===== src/rtl/matrix_calc_pkg.sv =====
// matrix_calc_pkg: shared definitions for the UART transmit queue.
//   TXQ_DEPTH   default FIFO depth
//   txq_state_t drain-FSM states
//   SRC_DISP / SRC_MSG arbiter source identifiers
package matrix_calc_pkg;

  localparam int TXQ_DEPTH = 16;

  typedef enum logic [1:0] {
    IDLE,
    LAUNCH,
    WAIT_RISE,
    WAIT_FALL
  } txq_state_t;

  localparam logic SRC_DISP = 1'b0;
  localparam logic SRC_MSG  = 1'b1;

endpackage


===== src/rtl/txq_fifo.sv =====
// txq_fifo: single-clock DEPTHx8 FIFO with synchronous flush.
// Ports:
//   clk_100m, rst_n   clock, asynchronous active-low reset
//   clear             synchronous flush (wins over push/pop)
//   push, push_data   write request and byte (ignored while full)
//   pop               read request (ignored while empty)
//   head              byte at the read pointer (combinational)
//   level             occupancy 0..DEPTH
//   full, empty       level==DEPTH, level==0
module txq_fifo #(
  parameter int DEPTH = 16,
  parameter int AW    = $clog2(DEPTH)
) (
  input  logic          clk_100m,
  input  logic          rst_n,
  input  logic          clear,
  input  logic          push,
  input  logic [7:0]    push_data,
  input  logic          pop,
  output logic [7:0]    head,
  output logic [AW:0]   level,
  output logic          full,
  output logic          empty
);

  localparam logic [AW:0] FULL_LEVEL = (AW+1)'(DEPTH);

  logic [7:0]    mem [DEPTH];
  logic [AW-1:0] wr_ptr;
  logic [AW-1:0] rd_ptr;
  logic          do_push;
  logic          do_pop;

  assign full    = (level == FULL_LEVEL);
  assign empty   = (level == '0);
  assign do_push = push && !full;
  assign do_pop  = pop && !empty;
  assign head    = mem[rd_ptr];

  always_ff @(posedge clk_100m) begin
    if (do_push && !clear) mem[wr_ptr] <= push_data;
  end

  always_ff @(posedge clk_100m or negedge rst_n) begin
    if (!rst_n) begin
      wr_ptr <= '0;
      rd_ptr <= '0;
      level  <= '0;
    end else if (clear) begin
      wr_ptr <= '0;
      rd_ptr <= '0;
      level  <= '0;
    end else begin
      if (do_push) wr_ptr <= wr_ptr + 1'b1;
      if (do_pop)  rd_ptr <= rd_ptr + 1'b1;
      case ({do_push, do_pop})
        2'b10:   level <= level + 1'b1;
        2'b01:   level <= level - 1'b1;
        default: level <= level;
      endcase
    end
  end

endmodule


===== src/rtl/uart_tx_queue.sv =====
// uart_tx_queue: two-source, packet-arbitrated transmit queue feeding uart_tx.
// Ports:
//   clk_100m, rst_n                     clock, asynchronous active-low reset
//   disp_valid/data/last, disp_ready    display source (priority when unlocked)
//   msg_valid/data/last, msg_ready      message source
//   clear                               flush FIFO, release lock, clear overflow
//   tx_data, tx_start, tx_busy          uart_tx handshake
//   level                               FIFO occupancy
//   overflow                            sticky: a source was valid while full
// Optional (macro TXQ_STATS_EN):
//   bytes_sent                          launches since reset/clear (wraps)
//   peak_level                          max level since reset/clear
module uart_tx_queue
  import matrix_calc_pkg::*;
#(
  parameter int DEPTH     = TXQ_DEPTH,
  parameter int AW        = $clog2(DEPTH),
  parameter int BUSY_WAIT = 4
) (
  input  logic          clk_100m,
  input  logic          rst_n,
  input  logic          disp_valid,
  input  logic [7:0]    disp_data,
  input  logic          disp_last,
  output logic          disp_ready,
  input  logic          msg_valid,
  input  logic [7:0]    msg_data,
  input  logic          msg_last,
  output logic          msg_ready,
  input  logic          clear,
  output logic [7:0]    tx_data,
  output logic          tx_start,
  input  logic          tx_busy,
  output logic [AW:0]   level,
  output logic          overflow
`ifdef TXQ_STATS_EN
  ,
  output logic [15:0]   bytes_sent,
  output logic [AW:0]   peak_level
`endif
);

  localparam int            CW        = $clog2(BUSY_WAIT + 1);
  localparam logic [CW-1:0] WAIT_LAST = CW'(BUSY_WAIT - 1);

  logic       full;
  logic       empty;
  logic [7:0] head;
  logic       lock_valid;
  logic       lock_src;
  logic       disp_fire;
  logic       msg_fire;
  logic       push;
  logic [7:0] push_data;
  logic       pop;
  logic       load_tx;

  txq_state_t    state_q, state_d;
  logic [CW-1:0] wait_q, wait_d;

  // Arbiter: ready depends only on registered state and the current valids.
  assign disp_ready = !full && (!lock_valid || lock_src == SRC_DISP);
  assign msg_ready  = !full && (!lock_valid || lock_src == SRC_MSG)
                      && !(!lock_valid && disp_valid);
  assign disp_fire  = disp_valid && disp_ready;
  assign msg_fire   = msg_valid && msg_ready;
  assign push       = (disp_fire || msg_fire) && !clear;
  assign push_data  = disp_fire ? disp_data : msg_data;

  always_ff @(posedge clk_100m or negedge rst_n) begin
    if (!rst_n) begin
      lock_valid <= 1'b0;
      lock_src   <= SRC_DISP;
    end else if (clear) begin
      lock_valid <= 1'b0;
    end else if (disp_fire) begin
      lock_valid <= !disp_last;
      lock_src   <= SRC_DISP;
    end else if (msg_fire) begin
      lock_valid <= !msg_last;
      lock_src   <= SRC_MSG;
    end
  end

  always_ff @(posedge clk_100m or negedge rst_n) begin
    if (!rst_n)                           overflow <= 1'b0;
    else if (clear)                       overflow <= 1'b0;
    else if ((disp_valid || msg_valid) && full) overflow <= 1'b1;
  end

  txq_fifo #(
    .DEPTH (DEPTH),
    .AW    (AW)
  ) u_fifo (
    .clk_100m  (clk_100m),
    .rst_n     (rst_n),
    .clear     (clear),
    .push      (push),
    .push_data (push_data),
    .pop       (pop),
    .head      (head),
    .level     (level),
    .full      (full),
    .empty     (empty)
  );

  // Drain FSM. tx_data is captured on the IDLE->LAUNCH transition so it is
  // stable for the whole LAUNCH cycle and survives a clear issued then.
  always_ff @(posedge clk_100m or negedge rst_n) begin
    if (!rst_n) begin
      state_q <= IDLE;
      wait_q  <= '0;
      tx_data <= '0;
    end else begin
      state_q <= state_d;
      wait_q  <= wait_d;
      if (load_tx) tx_data <= head;
    end
  end

  always_comb begin
    state_d = state_q;
    wait_d  = wait_q;
    pop     = 1'b0;
    load_tx = 1'b0;
    case (state_q)
      IDLE: begin
        if (!empty && !tx_busy) begin
          state_d = LAUNCH;
          load_tx = 1'b1;
        end
      end
      LAUNCH: begin
        pop     = 1'b1;
        wait_d  = '0;
        state_d = WAIT_RISE;
      end
      WAIT_RISE: begin
        if (tx_busy || wait_q == WAIT_LAST) state_d = WAIT_FALL;
        else                                wait_d  = wait_q + 1'b1;
      end
      WAIT_FALL: begin
        if (!tx_busy) state_d = IDLE;
      end
      default: state_d = IDLE;
    endcase
  end

  assign tx_start = (state_q == LAUNCH);

`ifdef TXQ_STATS_EN
  always_ff @(posedge clk_100m or negedge rst_n) begin
    if (!rst_n) begin
      bytes_sent <= '0;
      peak_level <= '0;
    end else if (clear) begin
      bytes_sent <= '0;
      peak_level <= '0;
    end else begin
      if (state_q == LAUNCH) bytes_sent <= bytes_sent + 1'b1;
      if (level > peak_level) peak_level <= level;
    end
  end
`endif

endmodule


===== config.mk =====
export PLATFORM = sky130hd
export DESIGN_NAME = uart_tx_queue
export DESIGN_NICKNAME = d
export VERILOG_FILES = /design/src/rtl/matrix_calc_pkg.sv /design/src/rtl/txq_fifo.sv /design/src/rtl/uart_tx_queue.sv
export SDC_FILE = /design/constraint.sdc
export NUM_CORES = 1
export LEC_CHECK = 0
export CORE_MARGIN = 2
export CORE_UTILIZATION = 55
export DETAILED_ROUTE_END_ITERATION = 10
export PLACE_DENSITY = 0.75
export SYNTH_ARGS = -nofsm -noshare
export SYNTH_HDL_FRONTEND = slang
export SYNTH_SLANG_ARGS = --single-unit

===== constraint.sdc =====
create_clock -name clk_100m -period 6.9 [get_ports clk_100m]
set_input_delay 1.38 -clock clk_100m [delete_from_list [all_inputs] [get_ports clk_100m]]
set_output_delay 1.38 -clock clk_100m [all_outputs]
set_load 0.1 [all_outputs]

==> results.md, run 1 <==
* WL/cell at 21.8 um
* Global-route usage over all layers at 0.215
* Pin count of the biggest net entering global routing at 30
* CP Max Fanout at 6
* Initial antenna violation count at 0
* Area Overhead vs Synth at 15.5%
* Fin crit share at 0.682
* DR pass1 iterations at 4
* Most common cell in the netlist: edfxtp_1
* HPWL after DPL at around 8500 um
* Net Count, Synth at around 440
* Die Area at around 0.013 mm^2
* PortBufs at 40
* Mapped Cells at about 400
* Synth top area share at 0.567
* Setup Viol. Count Final at 0
* Maxcap violations at 0
* Primary FF master, synth: edfxtp_1
* Vias in the first global route at roughly 3800
* WHS at 0.474 ns
* Post-route clock skew at ~0.0065 ns
* CTS Buf Count at 17
* Fmax at 0.213 GHz
* WP data required at around 5.5 ns
* CTS H-Tree Depth at 4
* DP Cell Count at 573
* Nets at just under 500
* Post-Syn Area at 0.00678 mm^2
* Ys Warns at 0
* Status: finished clean
* Synth cell count leaders: edfxtp_1 (128), mux4_2 (32), dfrtp_1 (29)
* Worst r2r src: u_fifo.level[1]$_DFFE_PN0P_
* Die Y at between 100 and 150 um
* # IOs at approximately 40
* Die X at 115 um
* Worst skew pair latency at between 0.4 and 0.5 ns
* Average vias per placed instance at approximately 6.0
* Post-Layout Cell Count at 604
* RSZ-0062 raised after global routing: false
* Post-synthesis area per instance at 16.8 um^2
* VDD IR-drop max at roughly 0.00025 V
* TritonCTS Sinks at 157
* EDFF count, synth at between 100 and 150
* Critical Path AT at between 3 and 4 ns
* Post-route DRC at 0
* First-pass GRT wire length at slightly above 20000 um
* CTS clk-pin slew, worst paths at 0.06 ns
* Setup TNS at 0 ns
* Synthesis-stage register bit count at about 160
* Largest area contributor in the netlist: edfxtp_1
* Grt ovf at 0
* Num rows at 40
* DRT antenna net count at 0
* # diodes at 0
* DR iter-0 viols at between 300 and 400
* Worst Min Path Start: tx_data[0]$_DFFE_PN0P_
* Hold Violations, Final at 0
* Vias at ~3600
* Clock Tree Buf Depth at 2
* Startpoint types: input port
* Post-Route WL at ~13000 um
* Post-synth cell types at 49
* Critical Path End Type: primary output
* Initial Util at 0.565
* Resized cells post-CTS at 0
* Pwr Density at between 300 and 400 mW/mm^2
* Setup Fix Bufs, Post-CTS at 0
* Routability-driven placement congestion ratio at between 0.8 and 0.9
* Register area share after synthesis at 0.674
* Hold-fix buffers, CTS at 0
* Tightest Pin Transition at approximately 1.1 ns
* Async SR Flop Fraction at 0.185
* Worst Setup Path Type: in2out
* Max-slew violation total from the final report at 0
* Post-route minimum period at between 4 and 5 ns
* Core region area at between 0.01 and 0.015 mm^2
* Lkg Pwr at about 2.7 nW
* Hold Crit Class: reg2reg
* CTS root buf: clkbuf_16
* Setup crit start: disp_valid
* CTS tree: yes
* Ranking of synthesized cells by area: edfxtp_1 (57%), dfrtp_1 (11%), mux4_2 (11%)
* Max transition margin at 0.299
* Layout cell share with drive strength beyond 1 at 0.199
layer usage:
metal | track usage | share of wire
met4 | 0.0795 | 0.016
met2 | 0.346 | 0.49
met5 | 0 | 0
met1 | 0.293 | 0.43
met3 | 0.0496 | 0.059
cells by family after synthesis:
family                   after synthesis  synth area share
buffers and inverters                 33            0.0229
AO/OA/AOI/OAI                         51            0.0489
AND/OR/NAND/NOR                       75            0.0587
multiplexers                          64             0.157
adder cells (fa/ha/maj)               15            0.0288
flip-flops                           157             0.674
XOR/XNOR                               8            0.0103
critical path, cell delays in order:
cell,delay [ns]
clkdlybuf4s50_1,0.49
o21ai_0,0.17
and2_2,0.15
clkdlybuf4s50_1,1.12
layout make-up:
class	instances	area, um^2
Clock buffer	22	454
Inverter	13	48.8
Fill cell	834	4180
Clock inverter	9	96.3
Sequential cell	157	4570
Tap cell	147	184
Timing Repair Buffer	43	423
Multi-Input combinational cell	213	2060
stage by stage:
stage	power [W]	instance area (um^2)	worst slack (ns)	utilization
2_1_floorplan	0.00197	6780	2.63	-
3_3_place_gp	0.00218	7290	2.22	0.607
3_5_place_dp	0.00220	7290	2.22	0.607
4_1_cts	0.00307	7840	2.20	0.652
5_1_grt	0.00318	7840	2.14	0.652
6_report	0.00305	7840	2.20	0.652
report_power, final:
group          internal, W  switching (W)
sequential         0.00115      0.0000921
clock             0.000535       0.000336
combinational     0.000306       0.000633
total              0.00199        0.00106
placed cells by master (no fill, tap or decap), types with 4 or more instances in the layout:
| master | netlist | routed |
|---|---|---|
| clkbuf_16 | 0 | 17 |
| nand2_1 | 23 | 23 |
| nand3_1 | 4 | 4 |
| dfrtp_1 | 29 | 28 |
| mux4_2 | 32 | 32 |
| xor2_1 | 4 | 4 |
| and2_1 | 8 | 8 |
| a21oi_1 | 9 | 9 |
| inv_1 | 13 | 13 |
| mux2_2 | 19 | 19 |
| and4_1 | 4 | 4 |
| ha_1 | 14 | 14 |
| o21ai_0 | 20 | 20 |
| nor2_1 | 16 | 16 |
| edfxtp_1 | 128 | 128 |
| clkdlybuf4s50_1 | 0 | 40 |
| clkbuf_1 | 9 | 4 |
| xnor2_1 | 4 | 4 |
| clkinv_2 | 0 | 5 |
| mux2i_1 | 13 | 13 |
| and3_1 | 4 | 4 |
state kept, by name (all words and copies together) (netlist names):
register / count
tx_data: 8
u_fifo.mem: 128
u_fifo.level: 5
u_fifo.rd_ptr: 4
u_fifo.wr_ptr: 4
lock_valid: 1
overflow: 1
lock_src: 1
wait_q: 3
state_q: 2
path summary, 6_finish.rpt:
| check | to | slack (ns) | cells after the start |
|---|---|---|---|
| min in group asynchronous | overflow$_DFFE_PN0P_ | 1.37 | 2 |
| setup / recovery | msg_ready | 2.20 | 4 |
| hold / removal | tx_data[0]$_DFFE_PN0P_ | 0.47 | 2 |
| setup reg to reg | u_fifo.level[4]$_DFFE_PN0P_ | 3.52 | 11 |
| max in group asynchronous | u_fifo.rd_ptr[1]$_DFFE_PN0P_ | 5.23 | 2 |
| hold reg to reg | tx_data[0]$_DFFE_PN0P_ | 0.47 | 2 |
Note: power is estimated with default switching activity, not from simulation.
==> inputs of run 2 (changes only) <==
--- a/config.mk
+++ b/config.mk
@@ -6,7 +6,7 @@
 export NUM_CORES = 1
 export LEC_CHECK = 0
 export CORE_MARGIN = 2
-export CORE_UTILIZATION = 55
+export CORE_UTILIZATION = 53
 export DETAILED_ROUTE_END_ITERATION = 10
 export PLACE_DENSITY = 0.75
 export SYNTH_ARGS = -nofsm -noshare
==> constraint.sdc (replaced) <==
create_clock -name clk_100m -period 4 [get_ports clk_100m]
set_input_delay 0.8 -clock clk_100m [delete_from_list [all_inputs] [get_ports clk_100m]]
set_output_delay 0.8 -clock clk_100m [all_outputs]
set_load 0.1 [all_outputs]
==> run 2 against run 1 <==
- critical path depth is 7 higher
- global-route usage is 0.22 points lower
- non-clock buffer count is 1 higher
- first-iteration DRC count is 36% lower
- cell count is 4.5% higher
- clock power is 100% higher
- clock skew is 0.0017 ns higher
- clock-buffer cell count is 5 lower
- combinational power is 70% higher
- die area is 3.6% higher
- sequential share of layout area is 0.93 points lower
- highest routed layer unchanged
- final area is 1.6% higher
==> results.md, run 2 (synthesis gave the netlist of run 1 again) <==
* Fmax at roughly 0.30 GHz
* Max transition margin at 0.318 (was 0.299)
* Worst Min Path Start: tx_data[7]$_DFFE_PN0P_ (was tx_data[0]$_DFFE_PN0P_)
* Routability-driven placement congestion ratio at 0.796 (was 0.848)
* CTS clk-pin slew, worst paths at 0.06 ns (about the same)
* Layout cell share with drive strength beyond 1 at 0.216 (was 0.199)
* Vias at 3635 (was 3623)
* Resized cells post-CTS at 0 (unchanged)
* Post-route clock skew at 0.00819 ns (was 0.00647 ns)
* Worst r2r src: u_fifo.level[1]$_DFFE_PN0P_ (unchanged)
* TritonCTS Sinks at 157 (unchanged)
* Num rows at 41 (was 40)
* WL/cell at 20.1 um (was 21.8 um)
* Post-route minimum period at 3.36 ns
* Hold Violations, Final at 0 (unchanged)
* Post-Route WL at 12700 um (was 13200 um)
* Worst Setup Path Type: reg2reg (was in2out)
* Worst skew pair latency at 0.43 ns (was 0.41 ns)
* CP max stage delay at 0.60 ns (was 1.12 ns)
* WP data required at 4.33 ns (was 5.52 ns)
* Commonest non-fill, non-tap cell in the layout: edfxtp_1 (unchanged)
* Fillers at 882 (was 834)
* Final worst slack at 0.636 ns (was 2.20 ns)
* Average vias per placed instance at 5.76 (was 6.00)
* Die X at 117 um (was 115 um)
* Hold path depth at 2 (unchanged)
* Core region area at 0.0126 mm^2 (was 0.0120 mm^2)
* Hold Crit Class: reg2reg (unchanged)
* Area taken by multi-input logic gates at 0.00206 mm^2 (unchanged)
* Die Area at 0.0137 mm^2 (was 0.0132 mm^2)
* CTS root buf: clkbuf_16 (unchanged)
* Pwr Total at 0.00550 W (was 0.00305 W)
* Critical path cell sequence: or4_4, or2_0, nand3_4, nand2_1, inv_1, ha_1, nor2b_1, o21a_1, or3_1, mux2_2, o311ai_2 (was clkdlybuf4s50_1, o21ai_0, and2_2, clkdlybuf4s50_1)
* Nets at 485 (was 484)
* Area Overhead vs Synth at 17.4% (was 15.5%)
* RSZ-0062 raised after global routing: false (unchanged)
* HPWL after DPL at 8370 um (was 8470 um)
* Critical Path AT at 3.69 ns (was 3.32 ns)
* Tightest Pin Transition at 1.02 ns (was 1.05 ns)
* Largest registers: u_fifo.mem (128), tx_data (8), u_fifo.level (5) (unchanged)
* Post-route DRC at 0 (unchanged)
* Grt ovf at 0 (unchanged)
* Lkg Pwr at 2.73 nW (was 2.69 nW)
* # IOs at 41 (unchanged)
* Slowest CP cell: or4_4 (was clkdlybuf4s50_1)
* Vias in the first global route at 3889 (was 3765)
* Largest delay share family, worst path: simple AND/OR/NAND/NOR gates (was buffers and inverters)
* Global-route usage over all layers at 0.213 (was 0.215)
* DRT antenna net count at 0 (unchanged)
* VDD IR-drop max at 0.000698 V (was 0.000251 V)
* Max FFs per register at 128 (unchanged)
* Hold-fix buffers, CTS at 0 (unchanged)
* Critical Path End Type: register (was primary output)
* Setup Fix Bufs, Post-CTS at 0 (unchanged)
* Cell count along the critical path at 11 (was 4)
* Startpoint types: register (was input port)
* Pwr Density at 690 mW/mm^2 (was 390 mW/mm^2)
* CTS H-Tree Depth at 4 (unchanged)
* Setup WS pre-CTS at 0.267 ns (was 2.22 ns)
* Clock Tree Buf Depth at 2 (unchanged)
* Max-slew violation total from the final report at 0 (unchanged)
* Most frequent cells in the layout: edfxtp_1 (128), clkdlybuf4s50_1 (38), mux4_2 (32) (was edfxtp_1 (128), clkdlybuf4s50_1 (40), mux4_2 (32))
* # diodes at 0 (unchanged)
* Die Y at 117 um (was 115 um)
* Register-to-Register Path Depth at 11 (unchanged)
* Setup crit start: u_fifo.level[1]$_DFFE_PN0P_ (was disp_valid)
* Status: finished clean (unchanged)
* Maxcap violations at 0 (unchanged)
* Pin count of the biggest net entering global routing at 35 (was 30)
* CTS Buf Count at 17 (unchanged)
* Initial antenna violation count at 0 (unchanged)
* Initial Util at 0.540 (was 0.565)
* Setup Viol. Count Final at 0 (unchanged)
* DR iter-0 viols at 205 (was 322)
* Fin crit share at 0.841
* PortBufs at 40 (unchanged)
* Reg area at 0.00457 mm^2 (about the same)
* CTS tree: yes (unchanged)
* Setup TNS at 0 ns (unchanged)
* First-pass GRT wire length at 20900 um (was 20600 um)
* CP Max Fanout at 8 (was 6)
* DR pass1 iterations at 4 (unchanged)
* WHS at 0.479 ns (was 0.474 ns)
* Most flop-heavy register: u_fifo.mem (unchanged)
* Buf/Inv on CP at 1 (was 2)
[run 2: cell types whose count changed in the layout (fill, tap and decap cells not counted), sizes merged]
| cell | previous run | this run |
|---|---|---|
| clkbuf | 22 | 17 |
| buf | 3 | 6 |
| bufinv | 2 | 5 |
| clkinvlp | 1 | 4 |
| clkdlybuf4s50 | 40 | 38 |
| clkinv | 6 | 4 |
| inv | 13 | 15 |
[run 2: power by group]
part           switching, W  internal (W)  leakage (nW)
Clock              0.000648       0.00111         0.301
Sequential         0.000164       0.00199          1.53
Combinational       0.00107      0.000526         0.895
Total               0.00188       0.00362          2.73
[run 2: cell type report]
cell class / instances / share of cell area
well taps: 172 / 0.0270
inverters: 13 / 0.00613
clock inverters: 15 / 0.0275
multi-input cells: 213 / 0.259
flip-flops and latches: 157 / 0.574
repair buffers: 44 / 0.0534
clock buffers: 17 / 0.0534
[run 2: final timing paths]
kind | to | slack, ns
min in group asynchronous | tx_data[0]$_DFFE_PN0P_ | 0.78
setup reg to reg | u_fifo.level[4]$_DFFE_PN0P_ | 0.64
hold / removal | tx_data[7]$_DFFE_PN0P_ | 0.48
max in group asynchronous | u_fifo.rd_ptr[1]$_DFFE_PN0P_ | 2.89
setup / recovery | u_fifo.level[4]$_DFFE_PN0P_ | 0.64
hold reg to reg | tx_data[7]$_DFFE_PN0P_ | 0.48
[run 2: layer usage]
layer,track usage,up-vias,part of all wire,routed length (um)
met2,0.360,110,0.51,6520
met4,0.0863,0,0.024,301
met1,0.260,1852,0.41,5200
met5,0,-,0,0
li1,-,1651,-,-
met3,0.0633,22,0.052,654
[run 2: worst min-delay path, cell delays in order (launching register included)]
cell	delay, ns
dfrtp_1	0.34
nand2_1	0.04
o21ai_0	0.06
[run 2: stage by stage]
stage	cell area [um^2]	instances	utilization
detailed placement	7320	599	0.582
CTS	7970	631	0.634
floorplan	6780	403	-
finish	7970	631	0.634
global placement	7320	599	0.582
global route	7970	631	0.634
==> inputs of run 3 (changes only) <==
==> constraint.sdc (replaced) <==
create_clock -name clk_100m -period 2.9 [get_ports clk_100m]
set_input_delay 0.58 -clock clk_100m [delete_from_list [all_inputs] [get_ports clk_100m]]
set_output_delay 0.58 -clock clk_100m [all_outputs]
set_load 0.1 [all_outputs]
==> run 3 against run 2 <==
- the run now ends with negative setup slack left
- global-route usage grew 0.80 points
- final area increased by 4.0%
- non-clock buffer count is 40 higher
- critical path type unchanged
- critical endpoint unchanged
- highest routed layer unchanged
==> results.md, run 3 (synthesis gave the netlist of run 1 again) <==
* Fin crit share at 1.00 (was 0.841)
* Worst R2R End: u_fifo.level[4]$_DFFE_PN0P_ (unchanged)
* Pin count of the biggest net entering global routing at 30 (was 35)
* Setup Viol. Count Final at 1 (was 0)
* Hold-fix buffers, CTS at 0 (unchanged)
* WL/cell at 20.5 um (was 20.1 um)
* Pwr Total at 0.00731 W (was 0.00550 W)
* Vias in the first global route at 3977 (was 3889)
* Most flop-heavy register: u_fifo.mem (unchanged)
* Die X at 117 um (unchanged)
* Initial antenna violation count at 0 (unchanged)
* Tightest Pin Transition at 0.785 ns (was 1.02 ns)
* CP max stage delay at 0.55 ns (was 0.60 ns)
* Routability-driven placement congestion ratio at 0.931 (was 0.796)
* CP Max Fanout at 3 (was 8)
* CTS Buf Count at 17 (unchanged)
* WP data required at 3.22 ns (was 4.33 ns)
* Largest registers: u_fifo.mem (128), tx_data (8), u_fifo.level (5) (unchanged)
* Max transition margin at 0.476 (was 0.318)
* Slowest CP cell: or4_4 (unchanged)
* Buf/Inv on CP at 1 (unchanged)
* RSZ-0062 raised after global routing: true (was false)
* Startpoint types: register (unchanged)
* Hold Crit Class: reg2reg (unchanged)
* HPWL after DPL at 9190 um (was 8370 um)
* Layout cell share with drive strength beyond 1 at 0.311 (was 0.216)
* Num rows at 41 (unchanged)
* Worst r2r src: u_fifo.level[1]$_DFFE_PN0P_ (unchanged)
* First-pass GRT wire length at 21500 um (was 20900 um)
* Final worst slack at -0.00798 ns (was 0.636 ns)
* Post-Route WL at 13700 um (was 12700 um)
* Hold path endpoint: tx_data[6]$_DFFE_PN0P_ (was tx_data[7]$_DFFE_PN0P_)
* VDD IR-drop max at 0.000665 V (was 0.000698 V)
* Pwr Density at 883 mW/mm^2 (was 690 mW/mm^2)
* Vias at 3820 (was 3635)
* Psw at 0.00258 W (was 0.00188 W)
* Grt ovf at 0 (unchanged)
* Post-route minimum period at 2.91 ns (was 3.36 ns)
* Hold path depth at 2 (unchanged)
* Fmax at 0.344 GHz (was 0.297 GHz)
* TritonCTS Sinks at 157 (unchanged)
* Reg power frac at 0.396 (was 0.391)
* Clock power frac at 0.258 (was 0.319)
* Worst skew pair latency at 0.42 ns (was 0.43 ns)
* Post-route DRC at 0 (unchanged)
* Largest delay share family, worst path: simple AND/OR/NAND/NOR gates (unchanged)
* Most frequent cells in the layout: edfxtp_1 (128), buf_4 (47), mux4_2 (32) (was edfxtp_1 (128), clkdlybuf4s50_1 (38), mux4_2 (32))
* Average vias per placed instance at 5.69 (was 5.76)
* Clock Tree Buf Depth at 2 (unchanged)
* DRT antenna net count at 0 (unchanged)
* # diodes at 0 (unchanged)
* Critical Path End Type: register (unchanged)
* DR pass1 iterations at 4 (unchanged)
* Critical path cell sequence: or4_4, or2_4, nand3_4, nand2_2, inv_2, ha_4, nor2b_1, o21a_1, or3_4, mux2_4, o311ai_2 (was or4_4, or2_0, nand3_4, nand2_1, inv_1, ha_1, nor2b_1, o21a_1, or3_1, mux2_2, o311ai_2)
* Core region area at 0.0126 mm^2 (unchanged)
* Max-slew violation total from the final report at 0 (unchanged)
* Worst Setup Path Type: reg2reg (unchanged)
* Sw Ratio at 0.353 (was 0.342)
* Flop2flop setup slack at -0.008 ns (was 0.64 ns)
* Status: complete, but fails checks (was finished clean)
* Nets at 525 (was 485)
* CTS tree: yes (unchanged)
* CTS root buf: clkbuf_16 (unchanged)
* Logic pwr share at 0.346 (was 0.290)
* # IOs at 41 (unchanged)
* Cell Area, Placed at 0.00775 mm^2 (was 0.00732 mm^2)
* Lkg Pwr at 2.93 nW (was 2.73 nW)
* Cell count along the critical path at 11 (unchanged)
* CTS clk-pin slew, worst paths at 0.06 ns (about the same)
* Failing checks: negative setup slack
* Worst Min Path Start: tx_data[6]$_DFFE_PN0P_ (was tx_data[7]$_DFFE_PN0P_)
* Post-route clock skew at 0.00516 ns (was 0.00819 ns)
* Commonest non-fill, non-tap cell in the layout: edfxtp_1 (unchanged)
* Global-route usage over all layers at 0.221 (was 0.213)
* Hold Violations, Final at 0 (unchanged)
* Fin area at 0.00828 mm^2 (was 0.00797 mm^2)
* Area Overhead vs Synth at 22.1% (was 17.4%)
* Critical Path AT at 3.23 ns (was 3.69 ns)
* Register-to-Register Path Depth at 11 (unchanged)
* Max FFs per register at 128 (unchanged)
* Maxcap violations at 0 (unchanged)
* Die Area at 0.0137 mm^2 (unchanged)
* Fillers at 861 (was 882)
* Int Pwr at 0.00473 W (was 0.00362 W)
* Initial Util at 0.540 (unchanged)
* PortBufs at 40 (unchanged)
* DR iter-0 viols at 319 (was 205)
* CTS H-Tree Depth at 4 (unchanged)
* Die Y at 117 um (unchanged)
run 3: how the worst max path moves through the flow:
stage	from	end	slack (ns)
global placement	msg_valid	u_fifo.level[4]$_DFFE_PN0P_	-0.17
floorplan	u_fifo.level[2]$_DFFE_PN0P_	u_fifo.level[4]$_DFFE_PN0P_	-0.39
CTS	u_fifo.level[2]$_DFFE_PN0P_	u_fifo.level[4]$_DFFE_PN0P_	-0.01
global route	u_fifo.level[1]$_DFFE_PN0P_	u_fifo.level[4]$_DFFE_PN0P_	-0.08
detailed placement	msg_valid	u_fifo.level[4]$_DFFE_PN0P_	-0.27
finish	u_fifo.level[1]$_DFFE_PN0P_	u_fifo.level[4]$_DFFE_PN0P_	-0.008
run 3: final cells by class:
class                           count  area, um^2  area share
Timing Repair Buffer               84         855       0.103
Clock buffer                       21         440      0.0532
Clock inverter                     11        52.6     0.00635
Sequential cell                   157        4580       0.553
Tap cell                          172         215      0.0260
Inverter                           13        48.8     0.00589
Multi-Input combinational cell    213        2090       0.252
run 3: routing by layer:
layer	share of wire	global-route usage	routed length, um	up-vias
li1	-	-	-	1736
met4	0.018	0.0816	250	0
met1	0.41	0.271	5690	1947
met3	0.044	0.0530	599	26
met5	0	0	0	-
met2	0.52	0.385	7200	111
run 3: stage by stage:
| stage | hold WS [ns] | cells | TNS (ns) | setup slack (ns) | utilization |
|---|---|---|---|---|---|
| 3_3_place_gp | 0.466 | 637 | -0.172 | -0.172 | 0.617 |
| 5_1_grt | 0.513 | 671 | -0.121 | -0.0793 | 0.659 |
| 3_5_place_dp | 0.477 | 637 | -0.338 | -0.266 | 0.617 |
| 4_1_cts | 0.490 | 669 | -0.0137 | -0.0137 | 0.658 |
| 2_1_floorplan | 0.284 | 403 | -0.708 | -0.392 | - |
| 6_report | 0.492 | 671 | -0.00798 | -0.00798 | 0.659 |
run 3: worst register-to-register path, delay by kind of cell (launching register included):
family	cells	cell delay, ns
DFF	1	0.47
buffers and inverters	1	0.08
and+or+nand+nor	6	1.41
muxes	1	0.27
adders and majority gates	1	0.20
AOI/OAI and AO/OA	2	0.38
run 3: power by group through the flow:
stage	Sequential, W	Combinational [W]	Clock [W]
6_report	0.00289	0.00253	0.00189
5_1_grt	0.00292	0.00268	0.00201
4_1_cts	0.00289	0.00249	0.00192
3_5_place_dp	0.00294	0.00245	0
3_3_place_gp	0.00292	0.00237	0
2_1_floorplan	0.00350	0.00122	0
run 3: timing repair:
item / in CTS / in global routing
buffers inserted: 0 / 2
pin swaps: 0 / 1
endpoints found under the setup margin: 1 / 2
resized for setup: 6 / 0
hold endpoints to repair: 0 / 0
